`src/rtl/bt_tx_arbiter.sv`:
```
// Packet-level round-robin arbiter for the Bluetooth UART tx FIFO write port; 1-cycle arbitration then zero-latency pass-through.
// tx_buf_full drops the owner's req_ready and blocks writes; stalled cycles are not counted as idle.
module bt_tx_arbiter #(
    parameter int NUM_REQ      = 4,
    parameter int MAX_PKT_LEN  = 64,
    parameter int IDLE_TIMEOUT = 1000
) (
    input  logic                 clk_rx,
    input  logic                 rst_clk_rx,
    input  logic [NUM_REQ-1:0]   req_valid,
    input  logic [8*NUM_REQ-1:0] req_data,
    input  logic [NUM_REQ-1:0]   req_last,
    output logic [NUM_REQ-1:0]   req_ready,
    output logic [7:0]           tx_data,
    output logic                 tx_buf_en,
    input  logic                 tx_buf_full,
    output logic [NUM_REQ-1:0]   grant,
    output logic                 busy,
    output logic                 abort_pulse,
    output logic                 trunc_pulse
);
    localparam int                 IW       = (NUM_REQ > 1) ? $clog2(NUM_REQ) : 1;
    localparam logic [7:0]         MAX_LEN  = 8'(MAX_PKT_LEN);
    localparam logic [15:0]        IDLE_LIM = 16'(IDLE_TIMEOUT);
    localparam logic [IW-1:0]      LAST_REQ = IW'(NUM_REQ - 1);
    localparam logic [NUM_REQ-1:0] ONE_HOT0 = NUM_REQ'(1);

    typedef enum logic {ST_IDLE, ST_GRANT} state_t;

    state_t             state_q, state_d;
    logic [IW-1:0]      owner_q, owner_d;
    logic [IW-1:0]      last_ptr_q, last_ptr_d;
    logic [7:0]         byte_cnt_q, byte_cnt_d, byte_cnt_inc;
    logic [15:0]        idle_cnt_q, idle_cnt_d, idle_cnt_inc;
    logic [NUM_REQ-1:0] grant_d;
    logic               abort_d, trunc_d;
    logic               own_vld, own_last, accept;
    logic [7:0]         own_dat;
    logic [IW-1:0]      pick_idx, cand;
    logic               pick_vld;

    assign own_vld  = req_valid[owner_q];
    assign own_last = req_last[owner_q];
    assign own_dat  = req_data[{owner_q, 3'b000} +: 8];
    assign accept   = (state_q == ST_GRANT) && own_vld && !tx_buf_full;
    assign busy     = (state_q == ST_GRANT);

    // Search starts just after the previous owner, so it has lowest priority next round.
    always_comb begin
        pick_vld = 1'b0;
        pick_idx = '0;
        cand     = '0;
        for (int k = 1; k <= NUM_REQ; k++) begin
            cand = IW'((int'(last_ptr_q) + k) % NUM_REQ);
            if (!pick_vld && req_valid[cand]) begin
                pick_vld = 1'b1;
                pick_idx = cand;
            end
        end
    end

    always_comb begin
        req_ready = '0;
        tx_buf_en = 1'b0;
        tx_data   = '0;
        if (state_q == ST_GRANT) begin
            req_ready[owner_q] = !tx_buf_full;
            tx_buf_en          = accept;
            tx_data            = own_dat;
        end
    end

    always_comb begin
        state_d      = state_q;
        owner_d      = owner_q;
        last_ptr_d   = last_ptr_q;
        byte_cnt_d   = byte_cnt_q;
        idle_cnt_d   = idle_cnt_q;
        abort_d      = 1'b0;
        trunc_d      = 1'b0;
        byte_cnt_inc = (byte_cnt_q == 8'hFF) ? byte_cnt_q : byte_cnt_q + 8'd1;
        idle_cnt_inc = (idle_cnt_q == 16'hFFFF) ? idle_cnt_q : idle_cnt_q + 16'd1;
        case (state_q)
            ST_IDLE: begin
                if (pick_vld) begin
                    state_d    = ST_GRANT;
                    owner_d    = pick_idx;
                    byte_cnt_d = '0;
                    idle_cnt_d = '0;
                end
            end
            ST_GRANT: begin
                if (accept) begin
                    byte_cnt_d = byte_cnt_inc;
                    idle_cnt_d = '0;
                    if (own_last) begin
                        state_d    = ST_IDLE;
                        last_ptr_d = owner_q;
                    end else if (byte_cnt_inc >= MAX_LEN) begin
                        state_d    = ST_IDLE;
                        last_ptr_d = owner_q;
                        trunc_d    = 1'b1;
                    end
                end else if (!own_vld) begin
                    // A full FIFO with valid data holds the counter: backpressure is not idleness.
                    idle_cnt_d = idle_cnt_inc;
                    if (idle_cnt_inc >= IDLE_LIM) begin
                        state_d    = ST_IDLE;
                        last_ptr_d = owner_q;
                        abort_d    = 1'b1;
                    end
                end
            end
            default: state_d = ST_IDLE;
        endcase
        grant_d = (state_d == ST_GRANT) ? (ONE_HOT0 << owner_d) : '0;
    end

    always_ff @(posedge clk_rx) begin
        if (rst_clk_rx) begin
            state_q     <= ST_IDLE;
            owner_q     <= '0;
            last_ptr_q  <= LAST_REQ;
            byte_cnt_q  <= '0;
            idle_cnt_q  <= '0;
            grant       <= '0;
            abort_pulse <= 1'b0;
            trunc_pulse <= 1'b0;
        end else begin
            state_q     <= state_d;
            owner_q     <= owner_d;
            last_ptr_q  <= last_ptr_d;
            byte_cnt_q  <= byte_cnt_d;
            idle_cnt_q  <= idle_cnt_d;
            grant       <= grant_d;
            abort_pulse <= abort_d;
            trunc_pulse <= trunc_d;
        end
    end
endmodule

```
`config.mk`:
```
export PLATFORM = sky130hd
export DESIGN_NAME = bt_tx_arbiter
export DESIGN_NICKNAME = d
export VERILOG_FILES = /design/src/rtl/bt_tx_arbiter.sv
export SDC_FILE = /design/constraint.sdc
export NUM_CORES = 1
export LEC_CHECK = 0
export BUFFER_PORTS_ARGS = -buffer_cell sky130_fd_sc_hd__buf_2
export CORE_ASPECT_RATIO = 1.75
export CORE_MARGIN = 2
export CORE_UTILIZATION = 53
export DETAILED_ROUTE_END_ITERATION = 16
export PLACE_DENSITY = 0.82
export SLEW_MARGIN = 20
export SYNTH_ARGS = -nofsm -noshare
export SYNTH_HDL_FRONTEND = slang
export SYNTH_SLANG_ARGS = --single-unit
```
`constraint.sdc`:
```
create_clock -name clk_rx -period 2.65 [get_ports clk_rx]
set_input_delay 0.1325 -clock clk_rx [delete_from_list [all_inputs] [get_ports clk_rx]]
set_output_delay 0.1325 -clock clk_rx [all_outputs]
set_load 0.01 [all_outputs]
```
# == Word level (Yosys, flattened, before mapping) ==
# Cells that the tools add are included.
# totals
latchBits,0
ff_bits,35
mem_count,0
elab_cells,102
romBits,0
output_inout_bits,20
ram_bits,0
# classes
mul,0
mux,50
n_addsub,6
bitwise_logic,4
div_mod_pow,0
n_lt_le_gt_ge,8
reduce_logical,17
shift,2
n_eq_ne,7
# ops
cell,n
$mux W16,4
$mux W8,4
$pmux W16 S2,1
$shiftx A32 B6 Y8,1
$mux W2,11
$mux W1,20
$add A16 B1 Y16 const B,1
$eq A16 B16 Y1 const B,1
$ge A16 B10 Y1 const B,1
$pmux W8 S2,1
$lt A2 B3 Y1 const B,5
$bmux W1 S2,6
$add A8 B1 Y8 const B,1
$eq A8 B8 Y1 const B,1
$ge A8 B7 Y1 const B,1
$reduce_or A4 Y1,2
$logic_and A1 B1 Y1,6
$ne A3 B2 Y1 const B,2
$add A2 B1 Y2 const B,2
$add A2 B2 Y2 const B,2
$and A4 B4 Y4,1
$logic_not A1 Y1,4
$mux W4,1
$ne A2 B1 Y1 const B,2
other kinds (10),13

# == Logic depth before layout (Yosys ltp) ==
# logic_depth
word_depth,17
ltp_mapped,10
ltp_nobuf,8

# == Worst setup path after synthesis ==
# No wires, ideal clock.
# synth_timing
kind,reg2reg
from,reg idle_cnt_q[0]
to,reg last_ptr_q[1]
slack_ps,316
setup_time_ps,73
t_arrival_ps,2261
path_buffers,1
path_stages_with_launch,10
period_less_slack_ps,2334
cell_sequence,dfxtp_1 -> ha_1 -> nand3_2 -> buf_2 -> nor4_1 -> xnor2_1 -> nand3_1 -> a311o_1 -> a211o_1 -> o211ai_2
# synth_via
elab_chain_len,5
# synth_lines
element,line_no,source
"start, declared",34,"logic [15:0] idle_cnt_q, idle_cnt_d, idle_cnt_inc;"
"start signal, assigned",134,idle_cnt_q <= idle_cnt_d;
$add A16 B1 Y16 / $eq A16 B16 Y1 (equally long branches),82,idle_cnt_inc = (idle_cnt_q == 16'hFFFF) ? idle_cnt_q : idle_cnt_q + 16'd1;
$mux W16 (*),82,
$ge A16 B10 Y1 (*),107,if (idle_cnt_inc >= IDLE_LIM) begin
$reduce_bool A2 Y1 (no line) (*),--,
$reduce_and A4 Y1 (no line) (*),--,
"end signal, assigned",132,last_ptr_q <= last_ptr_d;
"end, declared",32,"logic [IW-1:0] last_ptr_q, last_ptr_d;"
# Every way passes the cells marked *; elsewhere a longest branch is shown, timed or not.
# A chain may end at the register's enable or synchronous reset.

# == Final worst setup path ==
# Same ends and word-level chain as after synthesis.

==> flow_metrics.env <==
export IMPL_arrival_ns=2.75
export IMPL_syn_inst=291
export IMPL_clock_path_buffers=2
export IMPL_critPathCaptureType="flop"
export IMPL_syn_avg_cell_area_um2=8.44
export IMPL_worstSkewPairLatency_ns=0.29
export IMPL_drtPass1Iterations=4
export IMPL_max_cap_violations=0
export IMPL_die_height_um=94.1
export IMPL_route_met3_wl_um=439
export IMPL_power_frac_comb_pct=20.3
export IMPL_finClkSkew_ns=0.00421
export IMPL_pin_count=63
export IMPL_power_internal_mw=0.838
export IMPL_fill_cells=372
export IMPL_status="finished clean"
export IMPL_pwr_density_cell_mw_per_mm2=409
export IMPL_critPathMaxFanout=8
export IMPL_drc=0
export IMPL_yosys_cell_types_count=64
export IMPL_cts_sinks=35
export IMPL_swShare_pct=29.7
export IMPL_ys_warn_count=0
export IMPL_cts_setup_buffers=0
export IMPL_wirelength_mm=6.67
export IMPL_cts_buffers=5
export IMPL_ys_flop_type="dfxtp_1"
export IMPL_yosys_top_cells_area="dfxtp_1, mux4_2, nor2_1"
export IMPL_fin_setup_tns_ns=0
export IMPL_synth_top_area_share_pct=28.5
export IMPL_die_x_um=55.5
export IMPL_critPathKind="flop to flop"
export IMPL_hold_violations=0
export IMPL_rsz0062_at_grt="false"
export IMPL_hp_class="input pin to flop"
export IMPL_grt_pass1_wl_mm=11.0
export IMPL_maxSlewViolCount=0
export IMPL_synthesis_nets=336
export IMPL_topRoutingLayerUsed="met4"
export IMPL_dieArea_mm2=0.00522
export IMPL_power_frac_seq_pct=46.3
export IMPL_ant_nets=0
export IMPL_finalWeightedCongestion=0.891
export IMPL_rows=32
export IMPL_seq_area_frac_synth_pct=28.5
export IMPL_fmax_ghz=0.396
export IMPL_wl_met2_mm=3.54
export IMPL_reg2reg_depth=9
export IMPL_synth_seq_cells=35
export IMPL_cts_resized=0
export IMPL_cts_clk_slew_worst_paths_ns=0.08
export IMPL_tightest_slew_ns=0.769
export IMPL_slowest_stage="dfxtp_1"
export IMPL_initial_core_util_pct=55.3
export IMPL_p_clk_share_pct=33.4
export IMPL_p_sw_mw=0.354
export IMPL_num_vias=2601
export IMPL_timing_reg2reg_setup_slack_ns=0.13
export IMPL_synth_edf_count=0
export IMPL_area_growth_syn_to_layout_pct=18.5
export IMPL_power_mw=1.19
export IMPL_antenna_found_initial=0
export IMPL_yosys_top_cells_count="dfxtp_1, nor2_1, a21oi_1"
export IMPL_cp_start_kind="flop"
export IMPL_grt_max_degree=20
export IMPL_first_global_vias=2563
export IMPL_cts_tree="yes"
export IMPL_async_flop_share_pct=0
export IMPL_worstPathRequired_ns=2.88
export IMPL_fin_crit_ns=2.52
export IMPL_critical_path_max_stage_delay_ns=0.44
export IMPL_portBuffers=62
export IMPL_hpwl_mm=5.13
export IMPL_final_period_utilization_pct=95.2
export IMPL_holdPathStages=2
export IMPL_vdd_drop_max_mv=0.286
export IMPL_hold_buffers=0
export IMPL_h_tree_depth=2
export IMPL_coreArea_mm2=0.00444
export IMPL_layout_drive_gt1_share_pct=33.1
export IMPL_slew_headroom_pct=48.6
export IMPL_drt_iter0_drc=115
export IMPL_track_usage_pct=26.4
export IMPL_setup_viol=0
export IMPL_nets=401
export IMPL_antenna_cells=0
export IMPL_netlist_area_mm2=0.00246
export IMPL_power_leakage_nw=1.15
export IMPL_path_cells="ha_4 > nand3_2 > buf_4 > or3_1 > nand3_1 > xnor2_1 > a311o_1 > a211o_1 > o211ai_2"
export IMPL_ctsRootBufferMaster="clkbuf_8"
export IMPL_wire_per_inst_um=16.4
export IMPL_met1Wirelength_mm=2.29
export IMPL_grt_ovfl_total=0
export IMPL_yosysMostFrequentCell="dfxtp_1"
export IMPL_vias_per_cell=6.38
export IMPL_yosysTopAreaCell="dfxtp_1"
## state kept, by name, indices dropped and copies added, names as in the netlist
register and cells:
busy 1, last_ptr_q 2, idle_cnt_q 16, abort_pulse 1
owner_q 2, grant 4, byte_cnt_q 8, trunc_pulse 1
## critical path, delay by kind of cell, from the launching register on
kind	cells	cell delay, ns
adder cells (fa/ha/maj)	1	0.20
flip-flops	1	0.44
AO/OA/AOI/OAI	3	0.80
buffers and inverters	1	0.20
XOR/XNOR	1	0.12
AND/OR/NAND/NOR	3	0.68
## per-layer routing
| layer | vias to the layer above | global-route usage [%] |
|---|---|---|
| li1 | 1213 | - |
| met1 | 1197 | 25.2 |
| met2 | 153 | 49.9 |
| met3 | 38 | 4.41 |
| met4 | 0 | 18.5 |
| met5 | - | 0 |
## through the flow
stage               worst slack, ns  hold WS [ns]  cell area [µm²]  util [%]  instances
detailed placement            0.114         0.480             2810      63.1        400
finish                        0.127         0.236             2910      65.5        408
floorplan                     0.316         0.324             2460         -        291
global placement              0.222         0.475             2810      63.1        400
CTS                           0.107         0.230             2890      65.0        408
global route                0.00709         0.244             2910      65.5        408
## placed cells by master (no fill, tap or decap), drive strengths merged, types with 4 or more instances in the layout
master / count
nor2b: 4
mux2i: 6
xnor2: 6
clkbuf: 6
dfxtp: 35
nand2: 17
nor4b: 4
inv: 13
nor2: 34
nor4: 7
mux4: 10
and3: 5
buf: 75
o21ai: 19
o211ai: 5
nand4: 8
a21oi: 25
nand3: 13
nor3: 15
and2: 10
## power by group through the flow
| stage | logic (mW) | clock network [mW] | registers, mW |
|---|---|---|---|
| after CTS | 0.242 | 0.399 | 0.551 |
| after detailed placement | 0.240 | 0 | 0.563 |
| after floorplan | 0.159 | 0 | 0.562 |
| after global placement | 0.235 | 0 | 0.562 |
| final | 0.242 | 0.398 | 0.551 |
| after global routing | 0.266 | 0.419 | 0.553 |
## kinds of logic after synthesis
kind of cell	share of synthesized area (%)
and+or+nand+nor	28.9
DFF	28.5
AOI/OAI and AO/OA	20.2
adders and majority gates	1.02
muxes	12.1
xor gates and xnor gates	2.14
buffers and inverters	7.18
## final cells by class
class	count	area, µm²	share of cell area (%)
Sequential cell	35	701	24.1
Tap cell	51	63.8	2.19
Inverter	14	52.6	1.80
Clock buffer	6	72.6	2.49
Clock inverter	2	12.5	0.430
Multi-Input combinational cell	225	1600	55.0
Timing Repair Buffer	75	408	14.0
## final timing paths
kind,startpoint,endpoint
hold reg to reg,byte_cnt_q[5],byte_cnt_q[5]
setup reg to reg,idle_cnt_q[0],last_ptr_q[1]
hold / removal,rst_clk_rx,idle_cnt_q[0]
setup / recovery,idle_cnt_q[0],last_ptr_q[1]
Note: power is estimated with default switching activity, not from simulation.
